**src/rtl/rv32i_types.sv**
```systemverilog
// Shared RV32I pipeline types: register index, stall-controller state and
// the bundle of per-stage load/flush controls with its canonical encodings.
package rv32i_types;

  // Architectural register index (x0..x31).
  typedef logic [4:0] rv32i_reg;

  // Stall controller state, reported for debug and tracked per cycle.
  typedef enum logic [1:0] {
    RUN     = 2'd0,
    DSTALL  = 2'd1,
    ISTALL  = 2'd2,
    BR_WAIT = 2'd3
  } pipe_ctrl_state_t;

  // Per-stage pipeline register controls. A flush bit only has effect
  // when the matching load bit is also set (the register loads a NOP).
  typedef struct packed {
    logic load_pc;
    logic load_ifid;
    logic load_idex;
    logic load_exmem;
    logic load_memwb;
    logic flush_ifid;
    logic flush_idex;
    logic flush_exmem;
  } pipe_ctrl_t;

  // Everything held, nothing squashed (reset and D-side freeze).
  localparam pipe_ctrl_t CTRL_FREEZE = '{
    load_pc: 1'b0, load_ifid: 1'b0, load_idex: 1'b0, load_exmem: 1'b0,
    load_memwb: 1'b0, flush_ifid: 1'b0, flush_idex: 1'b0, flush_exmem: 1'b0
  };

  // Branch held in EX while the I-side refetch is outstanding: a bubble
  // goes into EX/MEM so the branch is not committed twice.
  localparam pipe_ctrl_t CTRL_BR_HOLD = '{
    load_pc: 1'b0, load_ifid: 1'b0, load_idex: 1'b0, load_exmem: 1'b1,
    load_memwb: 1'b1, flush_ifid: 1'b0, flush_idex: 1'b0, flush_exmem: 1'b1
  };

  // Redirect: everything advances, the two wrong-path slots are squashed.
  localparam pipe_ctrl_t CTRL_REDIRECT = '{
    load_pc: 1'b1, load_ifid: 1'b1, load_idex: 1'b1, load_exmem: 1'b1,
    load_memwb: 1'b1, flush_ifid: 1'b1, flush_idex: 1'b1, flush_exmem: 1'b0
  };

  // Front end held, a bubble is injected into EX, the back end drains.
  // Shared by the I-miss stall and the load-use stall.
  localparam pipe_ctrl_t CTRL_FRONT_HOLD = '{
    load_pc: 1'b0, load_ifid: 1'b0, load_idex: 1'b1, load_exmem: 1'b1,
    load_memwb: 1'b1, flush_ifid: 1'b0, flush_idex: 1'b1, flush_exmem: 1'b0
  };

  // Normal flow.
  localparam pipe_ctrl_t CTRL_RUN = '{
    load_pc: 1'b1, load_ifid: 1'b1, load_idex: 1'b1, load_exmem: 1'b1,
    load_memwb: 1'b1, flush_ifid: 1'b0, flush_idex: 1'b0, flush_exmem: 1'b0
  };

  // True when a source register matches a nonzero destination.
  function automatic logic reg_hit(input rv32i_reg src, input logic use_src,
                                   input rv32i_reg dst);
    return use_src && (src == dst) && (dst != 5'd0);
  endfunction

endpackage

```
**src/rtl/load_use_detector.sv**
```systemverilog
// Combinational load-use hazard detection: the instruction in ID reads a
// register that the load currently in EX has not yet produced.
module load_use_detector
  import rv32i_types::*;
(
  input  rv32i_reg i_ifid_rs1,
  input  rv32i_reg i_ifid_rs2,
  input  logic     i_ifid_use_rs1,
  input  logic     i_ifid_use_rs2,
  input  rv32i_reg i_idex_rd,
  input  logic     i_idex_mem_read,
  output logic     o_load_use
);

  logic w_hit_rs1;
  logic w_hit_rs2;

  // x0 never creates a dependency, so a load targeting x0 never stalls.
  always_comb begin
    w_hit_rs1  = reg_hit(i_ifid_rs1, i_ifid_use_rs1, i_idex_rd);
    w_hit_rs2  = reg_hit(i_ifid_rs2, i_ifid_use_rs2, i_idex_rd);
    o_load_use = i_idex_mem_read && (w_hit_rs1 || w_hit_rs2);
  end

endmodule

```
**src/rtl/pipeline_stall_controller.sv**
```systemverilog
// Stall / bubble / flush control for the 5-stage RV32I pipeline, plus
// stall and flush performance counters and a sticky stall watchdog.
module pipeline_stall_controller
  import rv32i_types::*;
#(
  parameter int CNT_W   = 32,
  parameter int TIMEOUT = 1024,
  parameter int TO_W    = 11
) (
  input  logic             clk,
  input  logic             rst,
  input  rv32i_reg         IFID_rs1,
  input  rv32i_reg         IFID_rs2,
  input  logic             IFID_use_rs1,
  input  logic             IFID_use_rs2,
  input  rv32i_reg         IDEX_rd,
  input  logic             IDEX_mem_read,
  input  logic             br_taken,
  input  logic             icache_read,
  input  logic             icache_resp,
  input  logic             dcache_read,
  input  logic             dcache_write,
  input  logic             dcache_resp,
  output logic             load_pc,
  output logic             load_ifid,
  output logic             load_idex,
  output logic             load_exmem,
  output logic             load_memwb,
  output logic             flush_ifid,
  output logic             flush_idex,
  output logic             flush_exmem,
  output pipe_ctrl_state_t state,
  output logic [CNT_W-1:0] stall_cnt,
  output logic [CNT_W-1:0] flush_cnt,
  output logic             stall_timeout
);

  localparam logic [TO_W-1:0] TIMEOUT_LIM = TO_W'(TIMEOUT);

  logic             w_dmem_busy;
  logic             w_imem_busy;
  logic             w_load_use;
  pipe_ctrl_t       w_ctrl;
  pipe_ctrl_state_t w_state_next;
  pipe_ctrl_state_t r_state;
  logic [CNT_W-1:0] r_stall_cnt;
  logic [CNT_W-1:0] r_flush_cnt;
  logic [TO_W-1:0]  r_consec;
  logic [TO_W-1:0]  w_consec_next;
  logic             r_timeout;

  load_use_detector u_load_use (
    .i_ifid_rs1      (IFID_rs1),
    .i_ifid_rs2      (IFID_rs2),
    .i_ifid_use_rs1  (IFID_use_rs1),
    .i_ifid_use_rs2  (IFID_use_rs2),
    .i_idex_rd       (IDEX_rd),
    .i_idex_mem_read (IDEX_mem_read),
    .o_load_use      (w_load_use)
  );

  // Outstanding memory accesses; a response in the same cycle releases.
  always_comb begin
    w_dmem_busy = (dcache_read || dcache_write) && !dcache_resp;
    w_imem_busy = icache_read && !icache_resp;
  end

  // Hazard priority encoder. The controls depend only on the current
  // inputs: a branch held in EX keeps br_taken asserted, so BR_WAIT and
  // DSTALL re-evaluate naturally each cycle without extra state.
  always_comb begin
    w_ctrl       = CTRL_RUN;
    w_state_next = RUN;
    if (rst) begin
      w_ctrl       = CTRL_FREEZE;
      w_state_next = RUN;
    end else if (w_dmem_busy) begin
      w_ctrl       = CTRL_FREEZE;
      w_state_next = DSTALL;
    end else if (br_taken && w_imem_busy) begin
      w_ctrl       = CTRL_BR_HOLD;
      w_state_next = BR_WAIT;
    end else if (br_taken) begin
      // Outranks load-use: the dependent ID instruction is squashed anyway.
      w_ctrl       = CTRL_REDIRECT;
      w_state_next = RUN;
    end else if (w_imem_busy) begin
      w_ctrl       = CTRL_FRONT_HOLD;
      w_state_next = ISTALL;
    end else if (w_load_use) begin
      // The injected bubble clears the hazard next cycle: one stall only.
      w_ctrl       = CTRL_FRONT_HOLD;
      w_state_next = RUN;
    end
  end

  // Controller state register.
  always_ff @(posedge clk) begin
    if (rst) begin
      r_state <= RUN;
    end else begin
      r_state <= w_state_next;
    end
  end

  // Consecutive-stall count, saturating at the watchdog limit.
  always_comb begin
    w_consec_next = '0;
    if (!w_ctrl.load_pc) begin
      if (r_consec >= TIMEOUT_LIM) begin
        w_consec_next = TIMEOUT_LIM;
      end else begin
        w_consec_next = r_consec + TO_W'(1);
      end
    end
  end

  // Performance counters (free-running, wrap) and the sticky watchdog.
  // The flag sets on the same edge the count reaches the limit.
  always_ff @(posedge clk) begin
    if (rst) begin
      r_stall_cnt <= '0;
      r_flush_cnt <= '0;
      r_consec    <= '0;
      r_timeout   <= 1'b0;
    end else begin
      if (!w_ctrl.load_pc) begin
        r_stall_cnt <= r_stall_cnt + CNT_W'(1);
      end
      if (w_ctrl.flush_ifid) begin
        r_flush_cnt <= r_flush_cnt + CNT_W'(1);
      end
      r_consec <= w_consec_next;
      if (w_consec_next >= TIMEOUT_LIM) begin
        r_timeout <= 1'b1;
      end
    end
  end

  // Output mapping.
  always_comb begin
    load_pc       = w_ctrl.load_pc;
    load_ifid     = w_ctrl.load_ifid;
    load_idex     = w_ctrl.load_idex;
    load_exmem    = w_ctrl.load_exmem;
    load_memwb    = w_ctrl.load_memwb;
    flush_ifid    = w_ctrl.flush_ifid;
    flush_idex    = w_ctrl.flush_idex;
    flush_exmem   = w_ctrl.flush_exmem;
    state         = r_state;
    stall_cnt     = r_stall_cnt;
    flush_cnt     = r_flush_cnt;
    stall_timeout = r_timeout;
  end

endmodule

```
**config.mk**
```make
export PLATFORM = sky130hd
export DESIGN_NAME = pipeline_stall_controller
export DESIGN_NICKNAME = d
export VERILOG_FILES = /design/src/rtl/rv32i_types.sv /design/src/rtl/load_use_detector.sv /design/src/rtl/pipeline_stall_controller.sv
export SDC_FILE = /design/constraint.sdc
export NUM_CORES = 1
export LEC_CHECK = 0
export ABC_AREA = 1
export CORE_UTILIZATION = 52
export CTS_CLUSTER_SIZE = 8
export DETAILED_ROUTE_END_ITERATION = 6
export MAX_ROUTING_LAYER = met4
export PLACE_DENSITY = 0.79
export SYNTH_ARGS = -nofsm -noshare
export SYNTH_HDL_FRONTEND = slang
export SYNTH_SLANG_ARGS = --single-unit
export TNS_END_PERCENT = 30
```
**constraint.sdc**
```tcl
create_clock -name clk -period 1.9 [get_ports clk]
set_input_delay 0.285 -clock clk [delete_from_list [all_inputs] [get_ports clk]]
set_output_delay 0.285 -clock clk [all_outputs]
set_load 0.03 [all_outputs]
```
==> impl_metrics.yaml <==
outcome:
  outcome: "finished, violations left"
  violations: "design-rule violations"
pwr:
  p_per_area_mw_per_mm2: 547.6
  p_leak_nw: 2.560
  finalPower_mw: 3.492
  ir_drop_uv: 390.0
worst_setup_path:
  cp_slowest_cell: "clkdlybuf4s50_1"
  crit_type: "reg -> out"
  critPathArrivalTime_ns: 1.57
  required_ns: 1.62
  crit_family: "buffers and inverters"
  slowest_delay_ns: 0.73
  path_depth: 1
  critPathCaptureType: "output pin"
  r2r_cells: 8
  crit_buf_inv: 1
  reg2reg_from: "stall_cnt[10]"
  crit_chain: "clkdlybuf4s50_1"
  rr_endpoint: "stall_cnt[27]"
  r2r_slack_ns: 0.16
  path_max_fanout: 7
  startpoint_type: "register"
finish:
  num_antenna_cells: 0
  drive_above_1_share: 0.1146
  multi_input_area_mm2: 0.002897
  layout_commonest_cell: "nand2_1"
  regArea_mm2: 0.001562
  final_cell_mix: "nand2_1 (236), nor2_1 (92), dfxtp_1 (78)"
  syn_to_final_growth_pct: 31.88
  final_cells: 989
  n_fill_cell: 757
  nets: 907
synth:
  synth_cells: 755
  synth_nets: 785
  syn_area_mm2: 0.004836
  synth_edf_count: 0
  yosys_warnings: 0
  synth_ff_type: "dfxtp_1"
  synth.avg_cell_area_um2: 6.405
  synth.ff_latch_count: 78
  ys_types: 37
  async_reset_ff_frac: 0
  ys_seq_area_frac: 0.3229
floorplan:
  ios: 101
  core_area_mm2: 0.008848
  rows: 34
  die_y_um: 98.44
  die-area_mm2: 0.009689
  chipWidth_um: 98.44
  start_util: 0.5465
timing:
  clock.fmax_ghz: 0.5404
  rsz0062_at_grt: "no"
  drv_slew: 0
  tightest_slew_ns: 0.5393
  min_period_ns: 1.850
  maxSlewHeadroom: 0.6377
  setup_violations: 0
  skew_ns: 0.007921
  worst_slack_ns: 0.04950
  hold_viol_final: 0
  hold_ws_ns: 0.2872
  period_share: 0.9739
clock_tree:
  root_buffer: "clkbuf_8"
  cts-htree-levels: 3
  cts_tree: "done"
  cts-buffers-inserted: 9
  cts_buffer_depth: 2
  path_clk_slew_ns: 0.08
  clock-sinks: 78
  clkLatencyLatePin_ns: 0.35
placement:
  hpwl_mm: 10.30
  place.gp.congestion: 0.9761
  pre_cts_ws_ns: -0.1616
  portBuffers: 100
  dp_cells: 970
global_routing:
  grt_pass1_wl_mm: 23.14
  grt-ovfl-total: 0
  grt.total_usage: 0.3027
  grt_pass1_vias: 5088
  grt_max_degree: 49
  antenna_found_initial: 0
route:
  totalWireLength_mm: 13.73
  drt_iter0_markers: 324
  first_pass_iters: 7
  drc: 2
  viasPerCell: 5.339
  ant_nets: 0
  via_count: 5280
  wl_per_cell_um: 13.88
worst_hold_path:
  hold_start: "rst"
  min_to: "stall_cnt[1]"
  hold_depth: 4
  hold_path.class: "in -> reg"
flow_run:
  maxCapViolCount: 0
## registers in the layout, indices dropped and copies added (netlist names)
name	cells
stall_timeout	1
stall_cnt	32
r_consec	11
state	2
flush_cnt	32
## layout make-up
class | count | share of cell area
Clock buffer | 9 | 0.01942
Clock inverter | 6 | 0.01354
Inverter | 77 | 0.04532
Multi-Input combinational cell | 579 | 0.4542
Sequential cell | 78 | 0.2449
Tap cell | 108 | 0.02119
Timing Repair Buffer | 132 | 0.2015
## where the power goes
group | switching (mW) | total (mW) | internal, mW
logic | 0.266 | 0.456 | 0.190
clock network | 0.634 | 1.37 | 0.733
registers | 0.0177 | 1.67 | 1.65
## routing by layer
layer / global-route usage / vias up / wire length (um)
met5: - / - / 0
met4: 0.1343 / 0 / 411
met3: 0.04752 / 36 / 799
met2: 0.5222 / 215 / 6785
met1: 0.3477 / 2376 / 5734
li1: - / 2653 / -
## kinds of logic after synthesis
family / count (synthesis) / synth area share
xor gates and xnor gates: 36 / 0.06520
and+or+nand+nor: 469 / 0.4398
AOI/OAI and AO/OA: 70 / 0.07788
adders and majority gates: 4 / 0.01035
DFF: 78 / 0.3229
buffers and inverters: 98 / 0.08383
## synthesized netlist by cell type (8+ instances only)
cell,instances,area share
nand2_1,237,0.18
nor2_1,95,0.074
dfxtp_1,78,0.32
inv_1,71,0.055
nand3_1,61,0.063
a21oi_1,52,0.054
xor2_1,26,0.047
nor3_1,23,0.024
nand4_1,12,0.016
o21ai_0,12,0.012
xnor2_1,10,0.018
nand3b_1,9,0.014
buf_4,8,0.012
clkbuf_1,8,0.0062
nor3_2,8,0.017
## stage by stage
stage,util,cell area [um2],TNS (ns)
2_1_floorplan,-,4836,0
5_1_grt,0.7207,6377,0
3_3_place_gp,0.6855,6066,-1.997
3_5_place_dp,0.6855,6066,-3.904
4_1_cts,0.7130,6309,0
6_report,0.7207,6377,0
## worst max path at each step
stage	from	end	slack [ns]
5_1_grt	dcache_read	flush_idex	0.006
2_1_floorplan	stall_cnt[0]	stall_cnt[14]	0.05
6_report	flush_cnt[24]	flush_cnt[24]	0.05
3_3_place_gp	IDEX_rd[2]	load_pc	-0.09
4_1_cts	IDEX_rd[2]	load_pc	0.004
3_5_place_dp	IDEX_rd[2]	stall_cnt[6]	-0.16
## repair_timing
action | in CTS | in global routing
hold buffers | 0 | 0
buffers inserted | 3 | 1
setup endpoints to repair | 2 | 46
pin swaps | 2 | 10
gates resized for setup | 6 | 23
(Power assumes the default switching activity.)
